<file path="src/rtl/cube_scan_driver.sv">
// 8x8x8 LED cube scan driver: shifts one z-layer of the captured generation into
// eight 74HC595 chains, then blanks, latches and lights that layer.
module cube_scan_driver #(
  parameter int CLK_DIV      = 4,
  parameter int BLANK_CYCLES = 16,
  parameter int LAYER_HOLD   = 2000
) (
  input  logic         Clk,
  input  logic         Reset,
  input  logic [511:0] Cells,
  input  logic         Frame_valid,
  output logic [7:0]   Layer,
  output logic [7:0]   Ser_data,
  output logic         Sr_clk,
  output logic         Sr_latch,
  output logic         Sr_oe_n,
  output logic         Frame_done
);

  localparam int DIV_W   = (CLK_DIV > 1)      ? $clog2(CLK_DIV)      : 1;
  localparam int BLANK_W = (BLANK_CYCLES > 1) ? $clog2(BLANK_CYCLES) : 1;
  localparam int HOLD_W  = (LAYER_HOLD > 1)   ? $clog2(LAYER_HOLD)   : 1;

  typedef enum logic [2:0] {
    ST_LOAD  = 3'd0,
    ST_SHIFT = 3'd1,
    ST_BLANK = 3'd2,
    ST_LATCH = 3'd3,
    ST_SHOW  = 3'd4
  } state_t;

  state_t               state_r, state_s;
  logic [2:0]           x_r, x_s;
  logic [DIV_W-1:0]     div_r, div_s;
  logic                 half_r, half_s;
  logic [BLANK_W-1:0]   blank_r, blank_s;
  logic [HOLD_W-1:0]    hold_r, hold_s;
  logic [2:0]           z_r, z_s;
  logic [511:0]         buf_r, buf_s;
  logic                 pending_r, pending_s;
  logic                 first_r, first_s;

  logic [7:0]           layer_r, layer_s;
  logic [7:0]           ser_r, ser_s;
  logic                 sr_clk_r, sr_clk_s;
  logic                 latch_r, latch_s;
  logic                 oe_n_r, oe_n_s;
  logic                 done_r, done_s;

  assign Layer      = layer_r;
  assign Ser_data   = ser_r;
  assign Sr_clk     = sr_clk_r;
  assign Sr_latch   = latch_r;
  assign Sr_oe_n    = oe_n_r;
  assign Frame_done = done_r;

  // Next state, counters and frame buffer; outputs are derived from the next state
  // so that every registered output lines up with the state it belongs to.
  always_comb begin
    state_s   = state_r;
    x_s       = x_r;
    div_s     = div_r;
    half_s    = half_r;
    blank_s   = blank_r;
    hold_s    = hold_r;
    z_s       = z_r;
    buf_s     = buf_r;
    pending_s = pending_r | Frame_valid;
    first_s   = first_r;

    case (state_r)
      ST_LOAD: begin
        if ((z_r == 3'd0) && (pending_r || first_r || Frame_valid)) begin
          buf_s     = Cells;
          pending_s = 1'b0;
          first_s   = 1'b0;
        end else begin
          buf_s = buf_r;
        end
        state_s = ST_SHIFT;
        x_s     = 3'd7;
        div_s   = {DIV_W{1'b0}};
        half_s  = 1'b0;
      end
      ST_SHIFT: begin
        if (div_r == DIV_W'(CLK_DIV - 1)) begin
          div_s = {DIV_W{1'b0}};
          if (half_r) begin
            half_s = 1'b0;
            if (x_r == 3'd0) begin
              state_s = ST_BLANK;
              blank_s = {BLANK_W{1'b0}};
            end else begin
              x_s = x_r - 3'd1;
            end
          end else begin
            half_s = 1'b1;
          end
        end else begin
          div_s = div_r + DIV_W'(1);
        end
      end
      ST_BLANK: begin
        if (blank_r == BLANK_W'(BLANK_CYCLES - 1)) begin
          state_s = ST_LATCH;
        end else begin
          blank_s = blank_r + BLANK_W'(1);
        end
      end
      ST_LATCH: begin
        state_s = ST_SHOW;
        hold_s  = {HOLD_W{1'b0}};
      end
      ST_SHOW: begin
        if (hold_r == HOLD_W'(LAYER_HOLD - 1)) begin
          state_s = ST_LOAD;
          z_s     = z_r + 3'd1;
        end else begin
          hold_s = hold_r + HOLD_W'(1);
        end
      end
      default: begin
        state_s = ST_LOAD;
      end
    endcase

    layer_s  = layer_r;
    oe_n_s   = oe_n_r;
    ser_s    = ser_r;
    sr_clk_s = 1'b0;
    latch_s  = 1'b0;
    done_s   = 1'b0;

    // LOAD and SHIFT leave Layer/Sr_oe_n alone so the previous layer stays lit.
    case (state_s)
      ST_LOAD: begin
        layer_s = layer_r;
      end
      ST_SHIFT: begin
        sr_clk_s = half_s;
        for (int y = 0; y < 8; y++) begin
          ser_s[y] = buf_s[{z_s, 3'(y), x_s}];
        end
      end
      ST_BLANK: begin
        layer_s = 8'h00;
        oe_n_s  = 1'b1;
      end
      ST_LATCH: begin
        latch_s = 1'b1;
        layer_s = 8'h00;
        oe_n_s  = 1'b1;
      end
      ST_SHOW: begin
        layer_s = 8'd1 << z_s;
        oe_n_s  = 1'b0;
        done_s  = (z_s == 3'd7) && (hold_s == HOLD_W'(LAYER_HOLD - 1));
      end
      default: begin
        layer_s = 8'h00;
        oe_n_s  = 1'b1;
      end
    endcase
  end

  // State, datapath and output registers.
  always_ff @(posedge Clk or negedge Reset) begin
    if (!Reset) begin
      state_r   <= ST_LOAD;
      x_r       <= 3'd7;
      div_r     <= {DIV_W{1'b0}};
      half_r    <= 1'b0;
      blank_r   <= {BLANK_W{1'b0}};
      hold_r    <= {HOLD_W{1'b0}};
      z_r       <= 3'd0;
      buf_r     <= {512{1'b0}};
      pending_r <= 1'b0;
      first_r   <= 1'b1;
      layer_r   <= 8'h00;
      ser_r     <= 8'h00;
      sr_clk_r  <= 1'b0;
      latch_r   <= 1'b0;
      oe_n_r    <= 1'b1;
      done_r    <= 1'b0;
    end else begin
      state_r   <= state_s;
      x_r       <= x_s;
      div_r     <= div_s;
      half_r    <= half_s;
      blank_r   <= blank_s;
      hold_r    <= hold_s;
      z_r       <= z_s;
      buf_r     <= buf_s;
      pending_r <= pending_s;
      first_r   <= first_s;
      layer_r   <= layer_s;
      ser_r     <= ser_s;
      sr_clk_r  <= sr_clk_s;
      latch_r   <= latch_s;
      oe_n_r    <= oe_n_s;
      done_r    <= done_s;
    end
  end

endmodule
</file>
<file path="config.mk">
export PLATFORM = sky130hd
export DESIGN_NAME = cube_scan_driver
export DESIGN_NICKNAME = d
export VERILOG_FILES = /design/src/rtl/cube_scan_driver.sv
export SDC_FILE = /design/constraint.sdc
export NUM_CORES = 1
export LEC_CHECK = 0
export ABC_AREA = 1
export BUFFER_PORTS_ARGS = -buffer_cell sky130_fd_sc_hd__buf_4
export CAP_MARGIN = 0
export CORE_ASPECT_RATIO = 0.8
export CORE_MARGIN = 4
export CORE_UTILIZATION = 40
export CTS_BUF_LIST = sky130_fd_sc_hd__clkbuf_2
export CTS_CLUSTER_SIZE = 30
export DETAILED_ROUTE_END_ITERATION = 10
export GPL_TIMING_DRIVEN = 1
export HOLD_SLACK_MARGIN = 0.05
export PLACE_DENSITY_LB_ADDON = 0.15
export SETUP_SLACK_MARGIN = 0.15
export SYNTH_ARGS = -nofsm -noshare
export SYNTH_HDL_FRONTEND = slang
export SYNTH_SLANG_ARGS = --single-unit
</file>
<file path="constraint.sdc">
create_clock -name Clk -period 2.87 [get_ports Clk]
set_input_delay 0.1435 -clock Clk [delete_from_list [all_inputs] [get_ports Clk]]
set_output_delay 0.1435 -clock Clk [all_outputs]
set_load 0.02 [all_outputs]
</file>
==> results.md, run 1 <==
* Hold Buf Count CTS at 1243
* Dpl ws at -0.1128 ns
* Placed cell count at 5927
* Avg Inst Size Synth at 6.795 sq um
* Mapped Nets at 4943
* Status: aborted with a tool error
* Chip Width at 314.4 microns
* Distinct cells, synth at 40
* CTS H-tree depth at 4
* Cells after synthesis at 4421
* Area leader, netlist: dfrtp_1
* I/O pins at 535
* Error: [ERROR RSZ-0060] Max buffer count reached.
* Initial Util at 40.57%
* Exit stage: clock tree synthesis (4_1_cts)
* Gpl congestion at 0.9009
* FP Rows at 89
* Sequential-to-total area share from yosys stat at 46.75%
* Buffers inserted by post-CTS timing repair at 16
* Area after DPL at 0.03648 sq mm
* Clk sinks at 561
* Num CTS Buffers at 152
* Syn Std Cell Area at 0.03004 sq mm
* Post-cts sizing count at 77
* Largest cells by area after synthesis: dfrtp_1, nand2_1, inv_1, nand3_1, o21ai_0
* CTS Root Cell: clkbuf_2
* Synth top area share at 46.31%
* Seq cells post-synth at 561
* Post-DP HPWL at 79.90 mm
* Port buffer count at 534
* Ys Warns at 0
* CTS Buffer Depth at 3
* Die Ht at 253.1 microns
cell usage after synthesis, drive strengths merged:
master / number
o21ai: 359
o22ai: 4
a22o: 1
nor4: 1
nand4: 1
a221oi: 1
o31ai: 3
clkbuf: 57
or2: 5
dfrtp: 556
ha: 7
nand2: 1497
nor2: 80
buf: 158
a41oi: 1
o21a: 1
nor3: 8
a21oi: 23
a21o: 1
a31oi: 1
dfstp: 5
inv: 1205
nand3: 436
xor2: 6
xnor2: 3
clkinv: 1
stage by stage:
stage | hold slack (ns) | util, %
floorplan | -0.1521 | -
global placement | 0.1660 | 49.26
detailed placement | 0.1650 | 49.26
cells by family after synthesis:
kind of cell,after synthesis,share of synthesized area (%)
DFF,561,46.75
buffers and inverters,1421,18.47
xor gates and xnor gates,9,0.2874
AOI/OAI and AO/OA,395,6.693
adders and majority gates,7,0.2915
and+or+nand+nor,2028,27.51
==> run 2, diff against run 1 <==
==> config.mk (replaced) <==
export PLATFORM = sky130hd
export DESIGN_NAME = cube_scan_driver
export DESIGN_NICKNAME = d
export VERILOG_FILES = /design/src/rtl/cube_scan_driver.sv
export SDC_FILE = /design/constraint.sdc
export NUM_CORES = 1
export LEC_CHECK = 0
export ABC_AREA = 1
export BUFFER_PORTS_ARGS = -buffer_cell sky130_fd_sc_hd__buf_4
export CAP_MARGIN = 0
export CORE_MARGIN = 4
export CORE_UTILIZATION = 25
export DETAILED_ROUTE_END_ITERATION = 10
export GPL_TIMING_DRIVEN = 1
export PLACE_DENSITY_LB_ADDON = 0.15
export SYNTH_ARGS = -nofsm -noshare
export SYNTH_HDL_FRONTEND = slang
export SYNTH_SLANG_ARGS = --single-unit
==> run 2 against run 1 <==
Against the previous run:
- the run now ends clean
- synthesized cell count unchanged
- synthesized area unchanged
==> results.md, run 2 <==
* Cell-internal power at 15.53 mW
* Share of layout cells above drive strength 1 at 18.83%
* Stages on worst setup path at 21
* Status: finished clean
* CP startpoint kind: flip-flop
* Maxcap violations at 0
* Slew @ Worst Pin at 0.7770 ns
* Port buffer count at 534 (unchanged)
* PnR worst setup slack at 0.05515 ns
* PwrDens at 443.7 mW/mm^2
* Worst Path Required at 3.39 ns
* Number of global-route vias before repair at 30410
* Antenna violations before repair at 20
* Final min period at 2.815 ns
* Total Wirelength at 133.8 mm
* Post-DP HPWL at 96.64 mm (+21%)
* Sequential-to-total area share from yosys stat at 46.75% (unchanged)
* CTS Root Cell: clkbuf_16
* Cells after synthesis at 4421 (unchanged)
* DR vias at 30300
* Area leader, netlist: dfrtp_1
* R2R depth at 21
* Number of enable flip-flop cells after synthesis at 0 (unchanged)
* Worst-path clk slew at 0.06 ns
* Die Ht at 354.7 microns (+40%)
* Dpl ws at -0.2427 ns (-0.1299 ns)
* Max Clk Rate at 355.3 MHz
* Largest net degree at the start of global routing at 71
* Placed cell count at 6559 (+11%)
* Global-route wire length before repair at 193.8 mm
* Synth top area share at 46.31% (unchanged)
* Most numerous cell in the Yosys netlist: nand2_1
* Dominant register cell in the synthesized netlist: dfrtp_1
* Fin crit share at 98.08%
* Endpoints failing hold at 0
* Critical Path AT at 3.33 ns
* Top post-synthesis cells by count: nand2_1, inv_1, dfrtp_1
* Kind of critical path: reg -> reg
* Psw at 5.168 mW
* Most frequent cells in the layout: nand2_1, inv_1, buf_4
* Critical path fanouts, max at 6
* Die area at 0.1258 sq mm
* Initial Util at 25.31% (-15 points)
* Clk sinks at 561 (unchanged)
* Vias per inst at 4.171
* Top flop regs: buf_r: 512 flops, hold_r: 11 flops
* Final Power at 20.70 mW
* Seq cells post-synth at 561 (unchanged)
* Worst path cell trace: inv_2, ha_4, nand2_2, nand3_2, nand2_2, nand2_2, nor2_4, buf_6, clkbuf_16, buf_12, buf_6, nand2_1, nand3_1, nand2_1, nor2_1, buf_4, nor2_1, nor2_1, nand2_1, nand3_1, nand2_1
* Pleak at 26.61 nW
* Core area at 0.1187 sq mm
* CTS tree: built
* Iter 0 DRT Violations at 2048
* Total grt overflow at 0
* Post-DRT Antenna Nets at 0
* Commonest non-fill, non-tap cell in the layout: nand2_1
* Max IR drop VDD at 0.3421 mV
* I/O pins at 535 (unchanged)
* Worst Path Buf+Inv at 6
* RR Startpoint: x_r[0]
* Num CTS Buffers at 73 (-52%)
* Sw Ratio at 24.97%
* Drc violations at 0
* P&R area growth vs syn at 55.30%
* Chip Width at 354.7 microns (+13%)
* Mapped Nets at 4943 (unchanged)
* Reg power frac at 40.5%
* Ys Warns at 0 (unchanged)
* Finished Layout Cells at 7263
* Final setup viols at 0
* Fillers at 12390
* CP Launch Point: x_r[0]
* Worst-case headroom to the max-slew limit at 47.80%
* Worst-Skew Late Latency at 0.65 ns
* Synth async-reset ratio at 100.0% (unchanged)
* Largest cells by area after synthesis: dfrtp_1, nand2_1, inv_1, nand3_1, o21ai_0
* CP dominant cell by count: nand2_1
* Critical path's slowest cell: dfstp_2
* Gpl congestion at 0.8241 (-8.5%)
* Syn Std Cell Area at 0.03004 sq mm (unchanged)
* Avg Inst Size Synth at 6.795 sq um (unchanged)
* Logic pwr share at 12.4%
* CTS H-tree depth at 3 (-1)
* Clock share of power at 47.1%
* Finished Core Util at 39.30%
* CTS Buffer Depth at 3 (unchanged)
* RSZ-0062 raised after global routing: yes
* Hold/Removal Path Class: in -> async
* Per-cell routed wire length at 18.43 microns
* Total global-route track usage at 20.59%
* Layout Skew at 0.02915 ns
* Fin Hold WS at 0.1332 ns
* Drt pass-1 iters at 6
* Final nets at 6115
* Max reg flops at 512
* FP Rows at 126 (+42%)
* Biggest register: buf_r
* Max Slew Vio Count at 0
* Endpoint class of the critical path: flip-flop
* Distinct cells, synth at 40 (unchanged)
* Crit path max-delay family: simple AND/OR/NAND/NOR gates
* Crit-path max cell delay at 0.55 ns
[run 2: cell counts after synthesis]
Identical to the previous run, type by type.
[run 2: final cells by class]
| class | instances | area [sq um] | area share (%) |
|---|---|---|---|
| multi-input combinational | 2439 | 10970 | 23.51 |
| clock buffer | 106 | 2187 | 4.688 |
| antenna | 12 | 30.03 | 0.06436 |
| tap | 1600 | 2002 | 4.291 |
| sequential | 561 | 14040 | 30.10 |
| inverter | 1206 | 4529 | 9.708 |
| timing repair buffer | 1312 | 12560 | 26.92 |
| clock inverter | 27 | 331.6 | 0.7107 |
[run 2: worst paths after layout]
path                          endpoint  slack, ns
setup / recovery           Ser_data[2]       0.06
setup reg to reg           Ser_data[2]       0.06
max in group asynchronous    buf_r[54]       1.80
hold / removal              buf_r[284]       0.13
hold reg to reg                Sr_oe_n       0.48
min in group Clk             buf_r[89]       0.29
[run 2: through the flow]
stage / TNS [ns] / cell area, sq um
2_1_floorplan: 0 / 30040
3_3_place_gp: -1.761 / 37540
3_5_place_dp: -1.568 / 37540
4_1_cts: 0 / 45520
5_1_grt: -0.5110 / 46640
6_report: 0 / 46650
[run 2: routing by layer]
layer  vias up  global-route usage (%)  routed length (microns)
li1      15270                       -                        -
met1     14080                   26.47                    58170
met2       740                   34.63                    63660
met3       208                   3.592                     6877
met4         4                   7.587                     5105
met5         -                       0                       27
[run 2: cells by family after synthesis]
| kind of cell | synth area share, % |
|---|---|
| AOI/OAI and AO/OA | 6.693 |
| DFF | 46.75 |
| and+or+nand+nor | 27.51 |
| xor gates and xnor gates | 0.2874 |
| adders and majority gates | 0.2915 |
| buffers and inverters | 18.47 |
[run 2: power by group through the flow]
stage	logic, mW	clock network (mW)	registers [mW]
after floorplan	0.755	0	8.50
after detailed placement	1.98	0	8.52
after global routing	2.87	10.3	8.41
after global placement	1.97	0	8.51
after CTS	2.58	10.1	8.38
final	2.57	9.75	8.38
[run 2: timing repair]
item	in CTS	in global routing
pin swaps	2	27
endpoints found under the setup margin	8	8
resized for setup	43	137
endpoints found under the hold margin	567	0
buffers inserted	8	22
hold buffers	514	0
cloned	3	13
Note: power is estimated with default switching activity, not from simulation.
